--- src/rtl/pixel_mod_pkg.sv ---
// pixel_mod_pkg: shared widths, frame state encoding and identity modifier for pixel_mod_apply
package pixel_mod_pkg;
    localparam int CH_W_DEF  = 8;
    localparam int MOD_W_DEF = 6;
    localparam int MOD_ID    = 1;
    localparam logic DIV_ID  = 1'b0;
    typedef enum logic {WAIT_SOF, IN_FRAME} frame_state_t;
endpackage

--- src/rtl/mod_channel.sv ---
// mod_channel: one colour channel, saturating multiply or power-of-two shift divide (combinational)
// ports: c channel in, mod modifier, div 1=divide 0=multiply, y channel out
module mod_channel import pixel_mod_pkg::*; #(
    parameter int CH_W  = CH_W_DEF,
    parameter int MOD_W = MOD_W_DEF
) (
    input  logic [CH_W-1:0]  c,
    input  logic [MOD_W-1:0] mod,
    input  logic             div,
    output logic [CH_W-1:0]  y
);
    logic [CH_W+MOD_W-1:0] prod;
    int sh;
    always_comb begin
        prod = {{MOD_W{1'b0}}, c} * {{CH_W{1'b0}}, mod};
        sh = 0;
        for (int i = 0; i < MOD_W; i++) if (mod[i]) sh = i;
        y = div ? ((mod == '0) ? '0 : c >> sh)
                : ((|prod[CH_W+MOD_W-1:CH_W]) ? '1 : prod[CH_W-1:0]);
    end
endmodule

--- src/rtl/pixel_mod_apply.sv ---
// pixel_mod_apply: two-stage stream pipeline applying per-frame channel modifiers to RGB pixels
// ports: clk, reset (sync, active high); r_mod/g_mod/b_mod/div_flag modifier set;
//        s_tdata/s_tvalid/s_tready/s_tuser/s_tlast input stream ({R,G,B}, SOF, EOL);
//        m_tdata/m_tvalid/m_tready/m_tuser/m_tlast output stream; frame_active after first SOF
module pixel_mod_apply import pixel_mod_pkg::*; #(
    parameter int CH_W  = CH_W_DEF,
    parameter int MOD_W = MOD_W_DEF
) (
    input  logic              clk,
    input  logic              reset,
    input  logic [MOD_W-1:0]  r_mod,
    input  logic [MOD_W-1:0]  g_mod,
    input  logic [MOD_W-1:0]  b_mod,
    input  logic              div_flag,
    input  logic [3*CH_W-1:0] s_tdata,
    input  logic              s_tvalid,
    output logic              s_tready,
    input  logic              s_tuser,
    input  logic              s_tlast,
    output logic [3*CH_W-1:0] m_tdata,
    output logic              m_tvalid,
    input  logic              m_tready,
    output logic              m_tuser,
    output logic              m_tlast,
    output logic              frame_active
);
    frame_state_t state, state_nx;
    logic [MOD_W-1:0] r_sh, g_sh, b_sh;
    logic div_sh;
    logic rdy_en;
    logic s1_full, s1_user, s1_last, s1_div;
    logic [3*CH_W-1:0] s1_data, res;
    logic [3*MOD_W-1:0] s1_mod;
    logic s2_full, s2_ready, s1_adv, s_fire, sof;

    assign s2_ready     = !s2_full || m_tready;
    assign s1_adv       = s1_full && s2_ready;
    // rdy_en keeps s_tready low for the first cycle after reset releases
    assign s_tready     = rdy_en && !reset && (!s1_full || s2_ready);
    assign s_fire       = s_tvalid && s_tready;
    assign sof          = s_fire && s_tuser;
    assign m_tvalid     = s2_full;
    assign frame_active = state == IN_FRAME;

    always_comb begin
        state_nx = state;
        if (sof) state_nx = IN_FRAME;
    end

    always_ff @(posedge clk) begin
        if (reset) begin
            state   <= WAIT_SOF;
            rdy_en  <= 1'b0;
            r_sh    <= MOD_W'(MOD_ID);
            g_sh    <= MOD_W'(MOD_ID);
            b_sh    <= MOD_W'(MOD_ID);
            div_sh  <= DIV_ID;
            s1_full <= 1'b0;
            s1_data <= '0;
            s1_user <= 1'b0;
            s1_last <= 1'b0;
            s1_mod  <= '0;
            s1_div  <= 1'b0;
            s2_full <= 1'b0;
            m_tdata <= '0;
            m_tuser <= 1'b0;
            m_tlast <= 1'b0;
        end else begin
            state  <= state_nx;
            rdy_en <= 1'b1;
            if (sof) begin
                r_sh   <= r_mod;
                g_sh   <= g_mod;
                b_sh   <= b_mod;
                div_sh <= div_flag;
            end
            // the shadow set stays at identity until the first SOF, so it also covers WAIT_SOF
            if (s_fire) begin
                s1_full <= 1'b1;
                s1_data <= s_tdata;
                s1_user <= s_tuser;
                s1_last <= s_tlast;
                s1_mod  <= sof ? {r_mod, g_mod, b_mod} : {r_sh, g_sh, b_sh};
                s1_div  <= sof ? div_flag : div_sh;
            end else if (s1_adv) begin
                s1_full <= 1'b0;
            end
            if (s1_adv) begin
                s2_full <= 1'b1;
                m_tdata <= res;
                m_tuser <= s1_user;
                m_tlast <= s1_last;
            end else if (m_tready) begin
                s2_full <= 1'b0;
            end
        end
    end

    for (genvar i = 0; i < 3; i++) begin : g_ch
        mod_channel #(.CH_W(CH_W), .MOD_W(MOD_W)) u_ch (
            .c   (s1_data[(2-i)*CH_W +: CH_W]),
            .mod (s1_mod[(2-i)*MOD_W +: MOD_W]),
            .div (s1_div),
            .y   (res[(2-i)*CH_W +: CH_W])
        );
    end
endmodule

--- config.mk ---
export PLATFORM = sky130hd
export DESIGN_NAME = pixel_mod_apply
export DESIGN_NICKNAME = d
export VERILOG_FILES = /design/src/rtl/pixel_mod_pkg.sv /design/src/rtl/mod_channel.sv /design/src/rtl/pixel_mod_apply.sv
export SDC_FILE = /design/constraint.sdc
export NUM_CORES = 1
export LEC_CHECK = 0
export BUFFER_PORTS_ARGS = -buffer_cell sky130_fd_sc_hd__buf_2
export CORE_MARGIN = 2
export CORE_UTILIZATION = 40
export CTS_CLUSTER_SIZE = 8
export DETAILED_ROUTE_END_ITERATION = 8
export MAX_ROUTING_LAYER = met4
export PLACE_DENSITY = 0.57
export SLEW_MARGIN = 40
export SYNTH_ARGS = -nofsm -noshare
export SYNTH_HDL_FRONTEND = slang
export SYNTH_SLANG_ARGS = --single-unit
--- constraint.sdc ---
create_clock -name clk -period 7.7 [get_ports clk]
set_input_delay 0.385 -clock clk [delete_from_list [all_inputs] [get_ports clk]]
set_output_delay 0.385 -clock clk [all_outputs]
set_load 0.01 [all_outputs]
==> out/results.txt, run 1 <==
Status: finished, final reports clean
Layout cell share with drive strength beyond 1: 11.0%
R2r worst-path depth: 14
RSZ-0062 raised after global routing: false
Fillers: 2218
Worst slew margin: 45.0%
Post_cts resized: 0
Die area: 24300 sq um
H-tree Lvls: 3
Post-synth top cells: nand2_1 (154), and2_1 (113), inv_1 (95), dfxtp_1 (94), fa_1 (75)
Core footprint: 22600 sq um
Final Net Count: 1346
Post-synth EDFFs: 0
Die height: 156 microns
IO Pins: 78
Crit start category: register
Hold Path Class: in -> reg
Final setup viols: 0
Number of global-route vias before repair: 7639
Capturing point of the worst reg2reg path: m_tdata[19]
Power Density: 120 nW/um^2
Hold slack: 0.206 ns
Crit end category: register
Layout Utilization: 44.2%
YS warnings: 0
Total power: 0.00120 W
Antenna Nets Post-Route: 0
Global-route wire length before repair: 40200 microns
Period utilization: 59.4%
Sw Share: 30.1%
Synth area leaders: dfxtp_1 (20%), fa_1 (16%), ha_1 (9.0%), and2_1 (7.7%), nand2_1 (6.3%)
Setup Buffers After CTS: 0
Crit path required time: 7.94 ns
Post-synthesis register bit count: 94
Hold depth: 3
Clock Skews: 0.00927 ns
Cell count after synthesis: 1139
Flop2flop setup slack: 3.13 ns
Layout area overhead: 8.59%
Detailed Place HPWL: 18100 microns
Number of max-cap violations: 0
Synth Flop Type: dfxtp_1
TritonCTS Sinks: 94
Lkg Pwr: 4.77 nW
Final hold vios: 0
Worst Hold Launch: s_tdata[1]
Minimum clock period: 4.57 ns
Internal: 0.000838 W
Top cell type's share of synthesized area: 20.4%
Post-route setup TNS: 0 ns
Crit path kind: reg -> reg
Least-Margin Pin Slew: 0.826 ns
Vias post-DR: 7960
Area leader, netlist: dfxtp_1
RR Startpoint: s1_mod[17]
Clock root buffer: clkbuf_16
Mapped Area: 9230 sq um
Cell variety after synth: 72
Sequential power share: 45.9%
Num CTS Buffers: 9
Global route overflow: 0
CTS tree: yes
Die X: 156 microns
Sequential-to-total area share from yosys stat: 20.4%
Largest net degree at the start of global routing: 69
Top-count cell post-synth: nand2_1
Drt pass-1 iters: 5
FP Rows: 55
Bufs on Longest Clock Path: 2
IO buf count: 77
Initial DRC Count: 562
Overall Global Routing Usage: 21.3%
CTS clk-pin slew, worst paths: 0.07 ns
Final Slew Violations: 0
CTS Hold Buffers Added: 0
Antenna violations before repair: 2
Switching Power: 0.000360 W
Data arrival time of the worst path: 4.82 ns
Worst hold endpoint: s1_data[1]
RePlAce Congestion: 0.872
Clock latency on the worst-skew pair: 0.36 ns
Vias/cell: 5.50
Max IR drop VDD: 0.107 mV
Combinational share of power: 15.6%
Synth Area per Inst: 8.10 sq um
WL per Instance: 16.9 microns
Post-synth net total: 1329
Initial core utilization: 40.7%
Async SR Flop Fraction: 0%
WL final: 24500 microns
Drt drc: 0
Clock power share: 38.6%
Peak Freq: 219 MHz
Worst-path maximum fanout: 14
==> worst max-delay path, cell delays in order (launching register included) <==
cell and delay [ns]:
dfxtp_1 0.67, and2_1 0.22, fa_1 0.42, fa_1 0.50
inv_1 0.05, fa_1 0.47, inv_1 0.04, ha_1 0.35
a21o_1 0.20, a221oi_2 0.37, mux2i_1 0.12, a2111oi_0 0.34
and3_1 0.37, a21oi_1 0.12, o221a_1 0.22
==> power by group through the flow <==
stage                     clock (W)  combinational (W)  sequential [W]
after global placement            0           0.000186        0.000560
after floorplan                   0           0.000145        0.000534
after global routing       0.000493           0.000211        0.000554
after detailed placement          0           0.000186        0.000561
final                      0.000462           0.000187        0.000550
after CTS                  0.000471           0.000187        0.000549
==> how the worst max path moves through the flow <==
| stage | startpoint | end | slack [ns] | cells after the start |
|---|---|---|---|---|
| finish | s1_mod[17] | m_tdata[19] | 3.13 | 14 |
| global route | s1_mod[16] | m_tdata[16] | 2.71 | 14 |
| CTS | s1_mod[13] | m_tdata[19] | 3.12 | 14 |
| detailed placement | s1_mod[13] | m_tdata[19] | 3.13 | 14 |
| global placement | s1_mod[13] | m_tdata[16] | 3.13 | 14 |
| floorplan | s1_mod[8] | m_tdata[12] | 3.47 | 16 |
==> area by class of cell <==
class,count,area (sq um),share of cell area (%)
Antenna cell,2,5.00,0.0500
Clock buffer,9,225,2.25
Clock inverter,7,71.3,0.712
Inverter,96,360,3.60
Multi-Input combinational cell,874,6700,66.9
Sequential cell,94,1880,18.8
Tap cell,285,357,3.56
Timing Repair Buffer,81,415,4.15
==> registers in the layout, summed over array words and instances (netlist names), 6 cells and up <==
register / flops
g_sh: 6
b_sh: 6
s1_data: 24
s1_mod: 18
r_sh: 6
m_tdata: 24
==> through the flow <==
| step | instance area, sq um | setup WS, ns | std cells |
|---|---|---|---|
| 6_report | 10000 | 3.13 | 1448 |
| 3_5_place_dp | 9710 | 3.13 | 1430 |
| 2_1_floorplan | 9230 | 3.47 | 1139 |
| 5_1_grt | 10000 | 2.71 | 1448 |
| 4_1_cts | 10000 | 3.12 | 1446 |
| 3_3_place_gp | 9710 | 3.13 | 1430 |
==> kinds of logic after synthesis <==
| family | synth area share (%) |
|---|---|
| muxes | 6.20 |
| and+or+nand+nor | 24.4 |
| AOI/OAI and AO/OA | 15.7 |
| xor gates and xnor gates | 0.949 |
| DFF | 20.4 |
| adders and majority gates | 25.2 |
| buffers and inverters | 7.08 |
==> cell usage in the layout (no fill, tap or decap), drive strengths merged, types with 3 or more instances in the layout <==
master and count:
nand2 154, o21a 4, o41ai 3, and3 7
o31ai 4, ha 66, xor2 4, dfxtp 94
and2 113, nand3 58, or2 4, nor3b 6
nand2b 9, mux2 5, mux4 6, nor3 10
a21oi 68, clkbuf 9, clkinv 4, o221a 3
o21ai 69, fa 75, mux2i 38, a21o 17
a221oi 6, xnor2 6, o211ai 3, a31oi 12
nand4 6, a211oi 19, nor4 5, inv 98
buf 81, nor2b 10, nor2 50
==> per-layer routing <==
metal / wire length [microns] / vias up / GRT usage [%]
met4: 342 / 0 / 5.33
met1: 11900 / 3820 / 30.5
met2: 10900 / 214 / 31.4
li1: - / 3900 / -
met3: 1360 / 26 / 3.33
met5: 0 / - / -
Power figures use the tool's default switching activity.
==> run 2: changes to the inputs <==
--- a/config.mk
+++ b/config.mk
@@ -11,7 +11,7 @@
 export CTS_CLUSTER_SIZE = 8
 export DETAILED_ROUTE_END_ITERATION = 8
 export MAX_ROUTING_LAYER = met4
-export PLACE_DENSITY = 0.57
+export PLACE_DENSITY = 0.59
 export SLEW_MARGIN = 40
 export SYNTH_ARGS = -nofsm -noshare
 export SYNTH_HDL_FRONTEND = slang
==> constraint.sdc (replaced) <==
create_clock -name clk -period 3.9 [get_ports clk]
set_input_delay 0.195 -clock clk [delete_from_list [all_inputs] [get_ports clk]]
set_output_delay 0.195 -clock clk [all_outputs]
set_load 0.01 [all_outputs]
==> run 2 against run 1 <==
Compared with the run above:
- cell area rose by 17%
- critical path type unchanged
- core utilization grew 7.3 points
- sequential share of layout area down 1.9 points
- the run now ends with setup timing left
- total power grew 110%
- register-to-register slack got worse by 3.3 ns
==> out/results.txt, run 2 (same netlist as run 1, synthesis figures left out) <==
Most common cell after layout, fill and taps aside: nand2_1
Layout area overhead: 26.5%
Layout cell share with drive strength beyond 1: 30.5%
Hold Path Class: in -> reg
CTS tree: yes
IO Pins: 78
Die X: 156 microns
Hold depth: 3
Minimum clock period: 4.05 ns
IO buf count: 77
CTS clk-pin slew, worst paths: 0.08 ns
Final Net Count: 1491
FP Rows: 55
Crit path required time: 4.15 ns
Final non-filler cell total: 1595
WL final: 26400 microns
Global route overflow: 0
CTS Hold Buffers Added: 0
Clock root buffer: clkbuf_16
RSZ-0062 raised after global routing: true
Worst-path maximum fanout: 6
Period utilization: 104%
WL per Instance: 16.6 microns
Final hold vios: 0
Drt drc: 0
Antenna violations before repair: 4
Status: complete, but fails checks
TritonCTS Sinks: 94
Finished Cell Area: 11700 sq um
Drt pass-1 iters: 5
Die height: 156 microns
Antenna Nets Post-Route: 0
Bufs on Longest Clock Path: 2
Number of max-cap violations: 0
Core footprint: 22600 sq um
Failing checks: setup timing
Crit end category: register
RePlAce Congestion: 0.930
Pre-CTS WS: -0.279 ns
Crit path kind: reg -> reg
Num CTS Buffers: 9
Peak Freq: 247 MHz
Vias/cell: 5.33
Max IR drop VDD: 0.196 mV
Detailed Place HPWL: 20300 microns
Vias post-DR: 8494
Final WS setup: -0.154 ns
Data arrival time of the worst path: 4.30 ns
Area after DPL: 10800 sq um
Final Slew Violations: 0
Flop2flop setup slack: -0.15 ns
Least-Margin Pin Slew: 0.801 ns
Worst slew margin: 46.4%
Global-route wire length before repair: 43500 microns
Final setup viols: 15
R2r worst-path depth: 14
Number of global-route vias before repair: 8579
Initial core utilization: 40.7%
Crit start category: register
Placed cells: 1561
Lkg Pwr: 5.54 nW
H-tree Lvls: 3
Top Registers: m_tdata: 24 flops, s1_data: 24 flops, s1_mod: 18 flops
Largest net degree at the start of global routing: 69
Overall Global Routing Usage: 22.9%
Die area: 24300 sq um
Clock Skews: 0.0177 ns
Clock latency on the worst-skew pair: 0.36 ns
Initial DRC Count: 463
Commonest non-fill, non-tap cells in the layout: nand2_1 (153), buf_4 (141), and2_1 (90), inv_1 (82), buf_2 (77)
Power Density: 215 nW/um^2
run 2: changes by cell type in the layout (fill, tap and decap cells not counted), sizes merged:
cell,change
clkinv,-3
clkbuf,+1
buf,+145
inv,+1
diode,+2
clkinvlp,+1
run 2: final timing paths:
kind,start,to
setup / recovery,s1_mod[8],m_tdata[12]
hold reg to reg,g_sh[5],g_sh[5]
hold / removal,s_tdata[10],s1_data[10]
setup reg to reg,s1_mod[8],m_tdata[12]
run 2: final cells by class:
class                      instances  area, sq um
tap                              285          357
inverter                          96          360
timing repair buffer             226         1530
sequential                        94         1980
multi-input combinational        874         7130
fill                            2181        11000
clock buffer                      10          229
antenna                            4         10.0
clock inverter                     6         75.1
run 2: worst max-delay path, cell delays in order (launching register included):
cell,delay (ns)
dfxtp_4,0.37
and2_4,0.16
fa_1,0.50
fa_1,0.56
inv_2,0.04
fa_1,0.49
inv_2,0.04
ha_4,0.20
a21o_1,0.18
a21oi_2,0.13
nand2_1,0.08
or2_1,0.21
a221o_1,0.40
o41a_1,0.39
o221a_1,0.20
run 2: power by group:
group          internal [W]  switching [W]
clock network      0.000510       0.000437
logic              0.000236       0.000283
registers          0.000997      0.0000485
total               0.00174       0.000769
run 2: routing by layer:
metal / GRT usage [%] / routed length [microns] / up-vias
met2: 36.2 / 12000 / 190
met1: 30.4 / 12500 / 4097
li1: - / - / 4182
met3: 4.22 / 1470 / 25
met4: 5.77 / 418 / 0
met5: - / 0 / -
run 2: repair_timing:
action	CTS	global route
pin swaps	31	51
setup buffers	6	8
gates resized for setup	81	62
endpoints found under the setup margin	24	24
run 2: metrics by stage:
stage	utilization (%)	TNS, ns	hold slack, ns	power (W)
2_1_floorplan	-	-0.691	0.294	0.00136
3_3_place_gp	47.8	-3.16	0.381	0.00155
3_5_place_dp	47.8	-4.43	0.382	0.00155
4_1_cts	50.5	-0.567	0.00874	0.00250
5_1_grt	51.6	-4.55	0.0218	0.00262
6_report	51.6	-1.07	0.0122	0.00251
==> run 3: changes to the inputs <==
--- a/config.mk
+++ b/config.mk
@@ -8,11 +8,11 @@
 export BUFFER_PORTS_ARGS = -buffer_cell sky130_fd_sc_hd__buf_2
 export CORE_MARGIN = 2
 export CORE_UTILIZATION = 40
-export CTS_CLUSTER_SIZE = 8
 export DETAILED_ROUTE_END_ITERATION = 8
 export MAX_ROUTING_LAYER = met4
 export PLACE_DENSITY = 0.59
 export SLEW_MARGIN = 40
 export SYNTH_ARGS = -nofsm -noshare
 export SYNTH_HDL_FRONTEND = slang
+export SYNTH_HIERARCHICAL = 1
 export SYNTH_SLANG_ARGS = --single-unit
==> run 3 against run 2 <==
Compared with the run above:
- the run still ends with setup timing left
- largest power group unchanged
- clock power fell by 2%
- via count grew 2.2%
- largest cell class unchanged
- sequential power is essentially flat
- non-clock buffer count is 9 lower
- setup slack worse by 0.34 ns
- global-route usage decreased by 0.15 points
- critical path type unchanged
- critical path depth rose by 1
- final cell count up 1.6%
- total power increased by 3.0%
- area after synthesis up 3.1%
- maximum frequency decreased by 7.6%
==> out/results.txt, run 3 <==
Status: complete, but fails checks
Failing checks: setup timing
Antenna violations before repair: 1
Clock root buffer: clkbuf_16
Final Slew Violations: 0
Post-synth EDFFs: 0
FP Rows: 56
Drt drc: 0
RSZ-0062 raised after global routing: true
Worst slew margin: 44.3%
Crit end category: register
Layout cell share with drive strength beyond 1: 29.6%
Worst-path maximum fanout: 5
Mapped Area: 9520 sq um
YS warnings: 6
Cell variety after synth: 79
Period utilization: 113%
TritonCTS Sinks: 94
Bufs on Longest Clock Path: 2
Post-synth top cells: and2_1 (105), a21oi_1 (99), dfxtp_1 (94), inv_1 (93), nand2_1 (90)
Num CTS Buffers: 9
Crit path kind: reg -> reg
Sequential-to-total area share from yosys stat: 19.8%
CTS tree: yes
Max IR drop VDD: 0.201 mV
Commonest non-fill, non-tap cells in the layout: buf_4 (136), a21oi_1 (93), and2_1 (90), nand2_1 (88), inv_1 (85)
CTS clk-pin slew, worst paths: 0.08 ns
Capturing point of the worst reg2reg path: m_tdata[16]
R2r worst-path depth: 15
Drt pass-1 iters: 5
Placed cells: 1598
Final non-filler cell total: 1620
Die area: 25000 sq um
Final setup viols: 24
Final Net Count: 1485
Number of max-cap violations: 0
Global route overflow: 0
Vias/cell: 5.36
Layout area overhead: 24.4%
Number of global-route vias before repair: 8697
Minimum clock period: 4.39 ns
Die X: 158 microns
Area leader, netlist: dfxtp_1
Top Registers: m_tdata: 24 flops, s1_data: 24 flops, s1_mod: 18 flops
Data arrival time of the worst path: 4.61 ns
RePlAce Congestion: 0.993
Least-Margin Pin Slew: 0.835 ns
Cell count after synthesis: 1144
Final WS setup: -0.489 ns
Fillers: 2292
Crit start category: register
Post-synthesis register bit count: 94
Most common cell after layout, fill and taps aside: buf_4
Hold Path Class: in -> reg
Synth Flop Type: dfxtp_1
Post-route setup TNS: -5.90 ns
Power Density: 219 nW/um^2
Synth Area per Inst: 8.32 sq um
Clock Skews: 0.0117 ns
Clock latency on the worst-skew pair: 0.36 ns
Peak Freq: 228 MHz
Overall Global Routing Usage: 22.7%
Detailed Place HPWL: 20800 microns
Lkg Pwr: 5.32 nW
WL per Instance: 16.6 microns
Async SR Flop Fraction: 0%
Top-count cell post-synth: and2_1
RR Startpoint: s1_mod[12]
Antenna Nets Post-Route: 0
Vias post-DR: 8679
Die height: 158 microns
Crit path required time: 4.12 ns
IO Pins: 78
Synth area leaders: dfxtp_1 (20%), fa_1 (16%), ha_1 (8.7%), and2_1 (6.9%), a21oi_1 (5.2%)
Flop2flop setup slack: -0.49 ns
Initial DRC Count: 515
Largest net degree at the start of global routing: 66
WL final: 26900 microns
Setup crit end: m_tdata[16]
Critical Path Start: s1_mod[12]
Final hold vios: 0
Global-route wire length before repair: 44200 microns
Post-synth net total: 1334
IO buf count: 77
Initial core utilization: 40.7%
Top cell type's share of synthesized area: 19.8%
Core footprint: 23400 sq um
H-tree Lvls: 3
==> run 3: area by class of cell <==
type / count / area (sq um) / area share (%)
tap: 319 / 399 / 3.37
clock buffer: 10 / 229 / 1.93
antenna: 1 / 2.50 / 0.0211
timing repair buffer: 217 / 1450 / 12.3
sequential: 94 / 1970 / 16.6
multi-input combinational: 878 / 7350 / 62.1
clock inverter: 6 / 76.3 / 0.645
inverter: 95 / 357 / 3.01
==> run 3: worst min path at each step <==
stage / startpoint / end / cells after the start
2_1_floorplan: s_tdata[10] / s1_data[10] / 2
3_3_place_gp: s_tdata[12] / s1_data[12] / 3
3_5_place_dp: s_tdata[10] / s1_data[10] / 3
4_1_cts: s_tdata[2] / s1_data[2] / 3
5_1_grt: s_tdata[11] / s1_data[11] / 3
6_report: s_tdata[8] / s1_data[8] / 3
==> run 3: what timing repair did <==
action,CTS,global route
buffers inserted,4,1
setup endpoints to repair,24,24
hold endpoints to repair,0,0
pin swaps,45,32
resized for setup,89,37
hold buffers,0,0
==> run 3: report_power, final <==
part,internal (W),leakage (nW),switching (W)
logic,0.000284,4.38,0.000335
registers,0.000993,0.785,0.0000446
clock network,0.000510,0.150,0.000422
total,0.00179,5.32,0.000801
==> run 3: cells by family after synthesis <==
logic type / Yosys count / synth area share [%]
mux: 52 / 6.05
compound gates: 293 / 20.2
simple gates: 380 / 20.8
xor+xnor: 12 / 1.10
fa+ha+maj: 141 / 24.5
buf+inv: 172 / 7.68
flops: 94 / 19.8
==> run 3: through the flow <==
step	setup WS (ns)	utilization (%)	hold WS [ns]	power (W)	area (sq um)
floorplan	-0.500	-	0.325	0.00142	9720
global route	-0.634	50.6	0.0740	0.00271	11800
finish	-0.489	50.6	0.0593	0.00259	11800
global placement	-0.542	47.2	0.418	0.00162	11100
CTS	-0.424	49.9	0.0544	0.00259	11700
detailed placement	-0.594	47.3	0.423	0.00163	11100
==> run 3: critical path, cell delays in order (launching register included) <==
cell and delay [ns]:
dfxtp_4 0.37, and2_4 0.16, fa_1 0.49, fa_1 0.54, inv_1 0.05, fa_1 0.49
inv_2 0.05, ha_4 0.21, a21o_1 0.18, a221oi_4 0.31, mux2i_1 0.12, or4_4 0.56
o31ai_4 0.35, o2111ai_1 0.18, nand3_1 0.12, a21oi_1 0.07
==> run 3: per-layer routing <==
layer | vias up | routed length (microns) | global-route usage (%)
met5 | - | 0 | -
met4 | 0 | 631 | 6.65
met3 | 39 | 952 | 3.23
met2 | 166 | 13100 | 37.6
met1 | 4210 | 12200 | 29.0
li1 | 4264 | - | -
